File: src/rtl/rv64g_l1_bank_resp_router_pkg.sv
// Shared L1 parameters for the bank response path.
//   L1_WORD_W : bank data word width
//   L1_VID_W  : default width of the vector request ID
//   is_read() : classifies an accepted bank access as a tracked read
package rv64g_l1_bank_resp_router_pkg;

  localparam int unsigned L1_WORD_W = 64;
  localparam int unsigned L1_VID_W  = 4;

  // Data writes and tag/state writes (including broadcasts) return nothing.
  function automatic logic is_read(input logic valid, input logic we, input logic tag_we);
    return valid & ~we & ~tag_we;
  endfunction

endpackage

File: src/rtl/rv64g_l1_resp_fifo.sv
// First-word-fall-through FIFO for buffered vector read responses.
// Ports:
//   clk_i, rst_ni : clock, asynchronous active-low reset
//   push_i/push_data_i : write one entry
//   pop_i         : consume the head (ignored when empty)
//   valid_o/data_o: head entry, data is zero while empty
//   count_o       : current occupancy
module rv64g_l1_resp_fifo #(
  parameter int unsigned DEPTH = 4,
  parameter int unsigned WIDTH = 68,
  localparam int unsigned CNT_W = $clog2(DEPTH + 1),
  localparam int unsigned PTR_W = $clog2(DEPTH)
) (
  input  logic             clk_i,
  input  logic             rst_ni,
  input  logic             push_i,
  input  logic [WIDTH-1:0] push_data_i,
  input  logic             pop_i,
  output logic             valid_o,
  output logic [WIDTH-1:0] data_o,
  output logic [CNT_W-1:0] count_o
);

  logic [WIDTH-1:0] mem [DEPTH];
  logic [PTR_W-1:0] wr_ptr;
  logic [PTR_W-1:0] rd_ptr;
  logic [CNT_W-1:0] occ;
  logic             empty;
  logic             full;
  logic             do_push;
  logic             do_pop;

  // Explicit wrap so non-power-of-two depths stay within the array.
  function automatic logic [PTR_W-1:0] next_ptr(input logic [PTR_W-1:0] p);
    return (p == PTR_W'(DEPTH - 1)) ? '0 : p + PTR_W'(1);
  endfunction

  assign empty   = (occ == '0);
  assign full    = (occ == CNT_W'(DEPTH));
  assign do_pop  = pop_i & ~empty;
  // A push into a full FIFO is only taken when the head leaves in the same cycle.
  assign do_push = push_i & (~full | do_pop);

  always_ff @(posedge clk_i or negedge rst_ni) begin
    if (!rst_ni) begin
      wr_ptr <= '0;
      rd_ptr <= '0;
      occ    <= '0;
    end else begin
      if (do_push) wr_ptr <= next_ptr(wr_ptr);
      if (do_pop)  rd_ptr <= next_ptr(rd_ptr);
      unique case ({do_push, do_pop})
        2'b10:   occ <= occ + CNT_W'(1);
        2'b01:   occ <= occ - CNT_W'(1);
        default: occ <= occ;
      endcase
    end
  end

  always_ff @(posedge clk_i) begin
    if (do_push) mem[wr_ptr] <= push_data_i;
  end

  assign valid_o = ~empty;
  assign data_o  = empty ? '0 : mem[rd_ptr];
  assign count_o = occ;

endmodule

File: src/rtl/rv64g_l1_bank_resp_router.sv
// Per-bank response router for the L1 scalar/vector arbitration path.
// Tracks the winner of every accepted bank read through a BANK_LAT-deep
// pipeline, then returns bank_rdata_i either to the scalar port (registered
// one-cycle pulse) or into a backpressurable vector FIFO. A credit counter
// (vector reads in flight + FIFO occupancy) gates further vector reads.
// Ports:
//   clk_i, rst_ni           : clock, asynchronous active-low reset
//   issue_*_i               : access accepted by the bank arbiter this cycle
//   bank_rdata_i            : read data, valid BANK_LAT cycles after issue
//   scalar_resp_*_o         : scalar read return
//   vec_resp_*              : vector FIFO head with ready/valid handshake
//   vec_credit_ok_o         : a vector read may be issued this cycle
//   vec_overflow_o          : sticky, vector read issued without credit
//   busy_o                  : read in flight or vector FIFO non-empty
module rv64g_l1_bank_resp_router
  import rv64g_l1_bank_resp_router_pkg::*;
#(
  parameter int unsigned BANK_LAT = 1,
  parameter int unsigned VQ_DEPTH = 4,
  parameter int unsigned VID_W    = L1_VID_W
) (
  input  logic                 clk_i,
  input  logic                 rst_ni,
  input  logic                 issue_valid_i,
  input  logic                 issue_we_i,
  input  logic                 issue_tag_we_i,
  input  logic                 issue_is_vec_i,
  input  logic [VID_W-1:0]     issue_vid_i,
  input  logic [L1_WORD_W-1:0] bank_rdata_i,
  output logic                 scalar_resp_valid_o,
  output logic [L1_WORD_W-1:0] scalar_resp_data_o,
  output logic                 vec_resp_valid_o,
  input  logic                 vec_resp_ready_i,
  output logic [L1_WORD_W-1:0] vec_resp_data_o,
  output logic [VID_W-1:0]     vec_resp_vid_o,
  output logic                 vec_credit_ok_o,
  output logic                 vec_overflow_o,
  output logic                 busy_o
);

  localparam int unsigned CNT_W  = $clog2(VQ_DEPTH + 1);
  localparam int unsigned FIFO_W = L1_WORD_W + VID_W;
  localparam int unsigned FCNT_W = $clog2(VQ_DEPTH + 1);

  logic             pipe_valid [BANK_LAT];
  logic             pipe_vec   [BANK_LAT];
  logic [VID_W-1:0] pipe_vid   [BANK_LAT];

  logic              rd_issue;
  logic              vec_rd;
  logic              track;
  logic              vec_inc;
  logic              head_valid;
  logic              head_vec;
  logic              scalar_hit;
  logic              vec_push;
  logic              vec_pop;
  logic              pipe_any;
  logic [CNT_W-1:0]  cnt;
  logic              overflow;
  logic              scalar_valid;
  logic [L1_WORD_W-1:0] scalar_data;
  logic              fifo_valid;
  logic [FIFO_W-1:0] fifo_data;
  logic [FCNT_W-1:0] fifo_count;

  assign rd_issue        = is_read(issue_valid_i, issue_we_i, issue_tag_we_i);
  assign vec_rd          = rd_issue & issue_is_vec_i;
  assign vec_credit_ok_o = (cnt < CNT_W'(VQ_DEPTH));
  // A vector read without credit is dropped here so its data can never
  // reach a FIFO that has no room reserved for it.
  assign vec_inc         = vec_rd & vec_credit_ok_o;
  assign track           = rd_issue & (~issue_is_vec_i | vec_credit_ok_o);

  assign head_valid = pipe_valid[BANK_LAT-1];
  assign head_vec   = pipe_vec[BANK_LAT-1];
  assign scalar_hit = head_valid & ~head_vec;
  assign vec_push   = head_valid & head_vec;
  assign vec_pop    = fifo_valid & vec_resp_ready_i;

  always_ff @(posedge clk_i or negedge rst_ni) begin
    if (!rst_ni) begin
      for (int unsigned i = 0; i < BANK_LAT; i++) begin
        pipe_valid[i] <= 1'b0;
        pipe_vec[i]   <= 1'b0;
        pipe_vid[i]   <= '0;
      end
    end else begin
      pipe_valid[0] <= track;
      pipe_vec[0]   <= issue_is_vec_i;
      pipe_vid[0]   <= issue_vid_i;
      for (int unsigned i = 1; i < BANK_LAT; i++) begin
        pipe_valid[i] <= pipe_valid[i-1];
        pipe_vec[i]   <= pipe_vec[i-1];
        pipe_vid[i]   <= pipe_vid[i-1];
      end
    end
  end

  always_ff @(posedge clk_i or negedge rst_ni) begin
    if (!rst_ni) begin
      cnt          <= '0;
      overflow     <= 1'b0;
      scalar_valid <= 1'b0;
      scalar_data  <= '0;
    end else begin
      unique case ({vec_inc, vec_pop})
        2'b10:   cnt <= cnt + CNT_W'(1);
        2'b01:   cnt <= cnt - CNT_W'(1);
        default: cnt <= cnt;
      endcase
      if (vec_rd && !vec_credit_ok_o) overflow <= 1'b1;
      scalar_valid <= scalar_hit;
      if (scalar_hit) scalar_data <= bank_rdata_i;
    end
  end

  always_comb begin
    pipe_any = 1'b0;
    for (int unsigned i = 0; i < BANK_LAT; i++) pipe_any = pipe_any | pipe_valid[i];
  end

  rv64g_l1_resp_fifo #(
    .DEPTH(VQ_DEPTH),
    .WIDTH(FIFO_W)
  ) u_vec_fifo (
    .clk_i      (clk_i),
    .rst_ni     (rst_ni),
    .push_i     (vec_push),
    .push_data_i({pipe_vid[BANK_LAT-1], bank_rdata_i}),
    .pop_i      (vec_pop),
    .valid_o    (fifo_valid),
    .data_o     (fifo_data),
    .count_o    (fifo_count)
  );

  assign scalar_resp_valid_o = scalar_valid;
  assign scalar_resp_data_o  = scalar_data;
  assign vec_resp_valid_o    = fifo_valid;
  assign {vec_resp_vid_o, vec_resp_data_o} = fifo_data;
  assign vec_overflow_o      = overflow;
  assign busy_o              = pipe_any | (fifo_count != '0);

endmodule

File: config.mk
export PLATFORM = sky130hd
export DESIGN_NAME = rv64g_l1_bank_resp_router
export DESIGN_NICKNAME = d
export VERILOG_FILES = /design/src/rtl/rv64g_l1_bank_resp_router_pkg.sv /design/src/rtl/rv64g_l1_resp_fifo.sv /design/src/rtl/rv64g_l1_bank_resp_router.sv
export SDC_FILE = /design/constraint.sdc
export NUM_CORES = 1
export LEC_CHECK = 0
export BUFFER_PORTS_ARGS = -buffer_cell sky130_fd_sc_hd__buf_2
export CAP_MARGIN = 10
export CORE_AREA = 2 2 179 181
export CTS_CLUSTER_SIZE = 28
export DETAILED_ROUTE_END_ITERATION = 10
export DIE_AREA = 0 0 181 183
export GPL_TIMING_DRIVEN = 0
export PLACE_DENSITY = 0.68
export SLEW_MARGIN = 15
export SYNTH_ARGS = -nofsm -noshare
export SYNTH_HDL_FRONTEND = slang
export SYNTH_HIERARCHICAL = 1
export SYNTH_SLANG_ARGS = --single-unit
File: constraint.sdc
create_clock -name clk_i -period 3.54 [get_ports clk_i]
set_clock_uncertainty 0.1 [all_clocks]
set_input_delay 0.531 -clock clk_i [delete_from_list [all_inputs] [get_ports clk_i]]
set_output_delay 0.531 -clock clk_i [all_outputs]
set_load 0.02 [all_outputs]
==> flow_metrics.env, run 1 <==
export IMPL_ys_ff_latch=354
export IMPL_synth_nets=736
export IMPL_min_period_ns=3.227
export IMPL_critPathMaxStageDelay_ns=0.55
export IMPL_hold_violations=0
export IMPL_crit_fanout=26
export IMPL_drive_gt1_share_pct=47.84
export IMPL_synth_top_area_cell="edfxtp_1"
export IMPL_arrival_ns=3.33
export IMPL_groute_usage_overall_pct=16.76
export IMPL_drt_wl_total_um=27470
export IMPL_multi_input_area_um2=3351
export IMPL_initial_core_util_pct=44.60
export IMPL_hold_class="input port to flop"
export IMPL_yosys_top_cells_area="edfxtp_1, dfrtp_1, mux4_2"
export IMPL_worst_pin_slew_ns=0.6156
export IMPL_antenna_found_initial=2
export IMPL_portBuffers=211
export IMPL_regArea_um2=10220
export IMPL_clock_sinks=354
export IMPL_synth_cells=653
export IMPL_via_count=6919
export IMPL_power_mw=13.89
export IMPL_r2r_start="u_vec_fifo/count_o[2]$_DFFE_PN0P_"
export IMPL_p_per_area_nw_per_um2=818.7
export IMPL_cp_cell_sequence="or3_1, buf_2, and2_1, buf_2, inv_1, a31oi_2, and2_4, buf_12"
export IMPL_cts_root_buf="clkbuf_16"
export IMPL_drv_slew=0
export IMPL_crit_required_ns=3.65
export IMPL_ys_types=37
export IMPL_first_iter_violations=320
export IMPL_worst_ir_drop_vdd_uv=438.7
export IMPL_grt_start_max_net_pins=51
export IMPL_fill_cells=2491
export IMPL_worstHoldStart="issue_vid_i[1]"
export IMPL_areaGrowthSynthToFinish_pct=21.78
export IMPL_fp_dieH_um=183
export IMPL_worst_setup_path_startpoint="u_vec_fifo/count_o[2]$_DFFE_PN0P_"
export IMPL_final_nets=1001
export IMPL_dieArea_um2=33120
export IMPL_setup_viol=0
export IMPL_fmax_mhz=309.9
export IMPL_cts_buffers=38
export IMPL_startpoint_type="flop"
export IMPL_numPlacedInstances=1271
export IMPL_layout_cells_non_filler=1351
export IMPL_place_congestion=0.7272
export IMPL_synth_flop_cell="edfxtp_1"
export IMPL_die_w_um=181
export IMPL_grt_ovfl_total=0
export IMPL_drc_errors=0
export IMPL_fin_crit_sh_pct=91.15
export IMPL_critPathMostFrequentCell="buf_2"
export IMPL_clockBufferDepth=3
export IMPL_status="finished, final reports clean"
export IMPL_synthTopCellsByCount="edfxtp_1, dfrtp_1, and2_1, mux4_2, mux2_4"
export IMPL_ys_seq_area_share_pct=73.37
export IMPL_critPathCaptureType="flop"
export IMPL_clk_latency_ns=0.52
export IMPL_yosysWarnings=6
export IMPL_cellLeakagePower_nw=6.418
export IMPL_first_pass_iters=4
export IMPL_cts_tree="yes"
export IMPL_antenna_left=0
export IMPL_synth_top_area_share_pct=58.64
export IMPL_io_pin_count=212
export IMPL_syn_cell_area_um2=13930
export IMPL_core_area_um2=31230
export IMPL_htree_levels=2
export IMPL_maxSlewHeadroom_pct=58.96
export IMPL_fin_tns_setup_ns=0
export IMPL_rsz0062_at_grt="false"
export IMPL_avgSynthCellArea_um2=21.33
export IMPL_synth_edf_count=272
export IMPL_rows=65
export IMPL_crit_path_top_delay_cell="and2_4"
export IMPL_maxCapViolations=0
export IMPL_grt_pass1_vias=7261
export IMPL_clk_pin_slew_ns=0.06
export IMPL_routed_via_density=5.121
export IMPL_synth_most_common_cell="edfxtp_1"
export IMPL_post_drt_wl_per_cell_um=20.33
export IMPL_crit_type="flop to flop"
export IMPL_grt_first_pass_wirelength_um=42210
export IMPL_synthArstFlopShare_pct=23.16
export IMPL_dp_hpwl_um=16710
## power breakdown
group	switching, mW	internal [mW]	leakage (nW)	total [mW]
Sequential	0.224	4.90	3.44	5.12
Combinational	2.69	2.21	2.36	4.90
Clock	1.55	2.32	0.622	3.87
## metal layers
metal / up-vias / routed length, um / GRT usage, %
met1: 3616 / 12150 / 22.39
li1: 3083 / - / -
met4: 0 / 355 / 3.902
met2: 188 / 13580 / 28.34
met5: - / 0 / 0
met3: 32 / 1383 / 3.753
## final timing paths
path	end	slack, ns	cells past startpoint
setup / recovery	u_vec_fifo/mem[0][10]$_DFFE_PP_	0.31	8
hold / removal	pipe_vid[1]$_DFF_PN0_	0.03	1
setup reg to reg	u_vec_fifo/mem[0][10]$_DFFE_PP_	0.31	8
hold reg to reg	vec_overflow_o$_DFFE_PN0P_	0.36	1
max in group asynchronous	scalar_resp_data_o[55]$_DFFE_PN0P_	2.27	3
min in group asynchronous	scalar_resp_data_o[26]$_DFFE_PN0P_	0.42	2
## timing repair
item                                    4_1_cts  5_1_grt
endpoints found under the setup margin      142        0
resized for setup                             1        0
hold endpoints to repair                     34        1
hold buffers                                  3        1
setup buffers                                 2        0
## cell usage in the layout, fill, tap and decap left out, types with 3 or more instances in the layout
cell type,netlist,layout
nor2_1,5,5
dlygate4sd3_1,0,4
and2_2,0,4
buf_12,13,15
and2_1,74,70
dfrtp_1,82,82
and2_4,0,4
clkinv_2,0,9
nand2_1,5,5
mux2_2,19,19
buf_4,2,5
edfxtp_1,272,272
buf_2,10,220
buf_16,0,3
clkbuf_1,7,11
mux2_4,49,49
clkbuf_8,0,9
clkbuf_16,0,38
inv_1,11,11
ha_1,6,6
mux4_2,68,68
xor2_1,3,3
## worst max-delay path, delay by kind of cell (launching register included)
family	cells	cell delay, ns
buffers and inverters	4	0.94
AND/OR/NAND/NOR	3	0.91
AO/OA/AOI/OAI	1	0.42
flip-flops	1	0.49
## registers in the layout (all words and copies together) (netlist names)
name,flops
cnt,3
scalar_resp_data_o,64
scalar_resp_valid_o,1
pipe_vid,4
head_vec,1
u_vec_fifo/wr_ptr,2
u_vec_fifo/rd_ptr,2
u_vec_fifo/count_o,3
vec_overflow_o,1
head_valid,1
u_vec_fifo/mem,272
## per-stage QoR
stage          utilization (%)  area (um^2)  worst slack (ns)  hold WS, ns
3_5_place_dp             50.02        15620           -0.2340       0.3493
5_1_grt                  54.31        16960           0.07905     0.001737
2_1_floorplan                -        13930            0.3181       0.1354
3_3_place_gp             49.61        15490           -0.8637       0.3431
4_1_cts                  54.27        16950            0.2594    0.0008442
6_report                 54.31        16960            0.3131      0.02997
## final cells by class
type / count / area share (%)
inverters: 11 / 0.2434
plain buffers: 32 / 2.117
multi-input cells: 259 / 19.75
well taps: 402 / 2.965
repair buffers: 222 / 7.288
clock buffers: 52 / 6.447
diodes: 2 / 0.02951
clock inverters: 17 / 0.9073
flip-flops and latches: 354 / 60.25
## kinds of logic (layout without fill, tap and decap cells)
family                   Yosys count  after routing  share of synthesized area, %
AO/OA/AOI/OAI                     13             13                        0.6738
adder cells (fa/ha/maj)            8              8                        0.8264
XOR/XNOR                           5              5                        0.3145
flip-flops                       354            354                         73.37
multiplexers                     136            136                         17.81
AND/OR/NAND/NOR                   93             97                         4.096
other                              0              2                             0
buffers and inverters             44            334                         2.902
No activity file was read; power rests on OpenSTA's default activity.
==> inputs of run 2 (changes only) <==
--- a/config.mk
+++ b/config.mk
@@ -5,7 +5,7 @@
 export SDC_FILE = /design/constraint.sdc
 export NUM_CORES = 1
 export LEC_CHECK = 0
-export BUFFER_PORTS_ARGS = -buffer_cell sky130_fd_sc_hd__buf_2
+export BUFFER_PORTS_ARGS = -buffer_cell sky130_fd_sc_hd__buf_4
 export CAP_MARGIN = 10
 export CORE_AREA = 2 2 179 181
 export CTS_CLUSTER_SIZE = 28
==> run 2 against run 1 <==
- the run now ends with hold timing left
- clock power is essentially flat
- cell area grew 2.8%
- non-clock buffer count down 4
- flip-flop and latch count unchanged
- clock-buffer cell count unchanged
- routed wire length increased by 0.17%
- sequential power about the same
- sequential share of layout area down 1.7 points
- die area unchanged
- critical path depth unchanged
- via count decreased by 1.1%
- largest power group is now combinational logic
- combinational power up 10%
==> flow_metrics.env, run 2 (synthesis results as in run 1) <==
export IMPL_status="finished with violations"
export IMPL_violations="hold timing"
export IMPL_largest_reg_flops=272
export IMPL_antenna_found_initial=0
export IMPL_layout_cells_non_filler=1343
export IMPL_min_period_ns=3.223
export IMPL_fin_util_pct=55.85
export IMPL_dieArea_um2=33120
export IMPL_power_mw=14.42
export IMPL_grt_ovfl_total=0
export IMPL_die_w_um=181
export IMPL_first_pass_iters=4
export IMPL_clock_sinks=354
export IMPL_cellLeakagePower_nw=6.547
export IMPL_fp_dieH_um=183
export IMPL_rows=65
export IMPL_worst_ir_drop_vdd_uv=504.1
export IMPL_critPathMaxStageDelay_ns=0.51
export IMPL_setup_viol=0
export IMPL_grt_start_max_net_pins=83
export IMPL_final_nets=995
export IMPL_clockBufferDepth=3
export IMPL_areaGrowthSynthToFinish_pct=25.23
export IMPL_cts_root_buf="clkbuf_16"
export IMPL_p_seq_share_pct=35.6
export IMPL_clk_pin_slew_ns=0.06
export IMPL_grt_pass1_vias=7297
export IMPL_maxCapViolations=0
export IMPL_maxSlewHeadroom_pct=44.44
export IMPL_pwr_share_clk_pct=26.9
export IMPL_drv_slew=0
export IMPL_portBuffers=211
export IMPL_routed_via_density=5.095
export IMPL_post_drt_wl_per_cell_um=20.49
export IMPL_largest_register="u_vec_fifo/mem"
export IMPL_antennaDiodeCount=0
export IMPL_critPathMostFrequentCell="buf_2"
export IMPL_worst_pin_slew_ns=0.8333
export IMPL_hold_class="input port to async pin"
export IMPL_hold_violations=2
export IMPL_via_count=6842
export IMPL_final_cell_mix="edfxtp_1, buf_4, dfrtp_1, and2_1, mux4_2"
export IMPL_crit_type="flop to flop"
export IMPL_p_sw_share_pct=31.25
export IMPL_clk_latency_ns=0.52
export IMPL_numPlacedInstances=1270
export IMPL_core_area_um2=31230
export IMPL_cellInternalPower_mw=9.915
export IMPL_dp_hpwl_um=16720
export IMPL_rsz0062_at_grt="false"
export IMPL_drive_gt1_share_pct=47.29
export IMPL_antenna_left=0
export IMPL_grt_first_pass_wirelength_um=42630
export IMPL_pwr_share_comb_pct=37.5
export IMPL_cts_setup_buffers=0
export IMPL_drc_errors=0
export IMPL_io_pin_count=212
export IMPL_cts_tree="yes"
export IMPL_groute_usage_overall_pct=16.89
export IMPL_first_iter_violations=369
export IMPL_crit_family="buffers and inverters"
export IMPL_startpoint_type="flop"
export IMPL_fin_crit_sh_pct=91.06
export IMPL_place_congestion=0.7049
export IMPL_crit_required_ns=3.61
export IMPL_cts_buffers=37
export IMPL_initial_core_util_pct=44.60
export IMPL_fmax_mhz=310.2
export IMPL_p_per_area_nw_per_um2=826.8
export IMPL_drt_wl_total_um=27520
export IMPL_holdWs_ns=-0.004505
export IMPL_htree_levels=2
export IMPL_final_common_cell="edfxtp_1"
export IMPL_crit_fanout=48
export IMPL_cp_cell_sequence="or3_1, buf_2, and2_1, buf_2, inv_1, a31oi_4, and2_4, buf_16"
export IMPL_p_switching_mw=4.507
export IMPL_crit_path_top_delay_cell="dfrtp_1"
export IMPL_arrival_ns=3.30
export IMPL_critPathCaptureType="flop"
export IMPL_cp_num_buf_inv=4
==> run 2: power groups by stage <==
| stage | logic [mW] | clock network (mW) | registers, mW |
|---|---|---|---|
| global placement | 5.42 | 0 | 5.20 |
| detailed placement | 5.47 | 0 | 5.21 |
| CTS | 5.52 | 3.98 | 5.14 |
| finish | 5.41 | 3.88 | 5.14 |
| floorplan | 3.08 | 0 | 5.52 |
| global route | 5.79 | 4.15 | 5.18 |
==> run 2: stage by stage <==
stage	worst slack, ns	area, um^2	TNS [ns]
final	0.3165	17440	0
after global routing	0.09242	17440	0
after CTS	0.1095	17430	0
after detailed placement	-0.1568	16140	-19.15
after global placement	-0.8613	16020	-227.69
after floorplan	0.3181	13930	0
==> run 2: path summary, 6_finish.rpt <==
path                                                      endpoint                         startpoint  depth (start not counted)  slack [ns]
worst max-delay path                u_vec_fifo/mem[3][9]$_DFFE_PP_  u_vec_fifo/count_o[2]$_DFFE_PN0P_                          8        0.32
worst min register to register          vec_overflow_o$_DFFE_PN0P_         vec_overflow_o$_DFFE_PN0P_                          1        0.37
min in group clk_i                              head_vec$_DFF_PN0_                     issue_is_vec_i                          1        0.03
worst min-delay path            scalar_resp_data_o[28]$_DFFE_PN0P_                             rst_ni                          1      -0.005
max in group asynchronous       scalar_resp_data_o[55]$_DFFE_PN0P_                             rst_ni                          1        2.77
worst max register to register      u_vec_fifo/mem[3][9]$_DFFE_PP_  u_vec_fifo/count_o[2]$_DFFE_PN0P_                          8        0.32
==> run 2: routing by layer <==
layer,share of wire [%],vias up,global-route usage [%]
met4,2.2,0,4.846
li1,-,3076,-
met5,0,-,0
met2,50,181,28.86
met3,4.7,47,3.495
met1,43,3538,22.12
==> run 2: worst reg2reg max path: cells and delay by family, from the launching register on <==
family	cells	cell delay (ns)
simple gates	3	0.85
buf+inv	4	1.05
compound gates	1	0.34
flops	1	0.51
==> run 2: repair_timing <==
item,CTS,global route
cloned,3,0
resized for setup,1,1
pin swaps,3,0
endpoints found under the hold margin,3,0
endpoints found under the setup margin,176,48
hold buffers,3,0
==> run 2: area by class of cell <==
class,count,area [um^2]
fillers,2449,13790
multi-input cells,258,3352
clock buffers,52,1106
well taps,402,503.0
repair buffers,218,1728
flip-flops and latches,354,10220
inverters,11,41.29
clock inverters,16,133.9
plain buffers,32,359.1
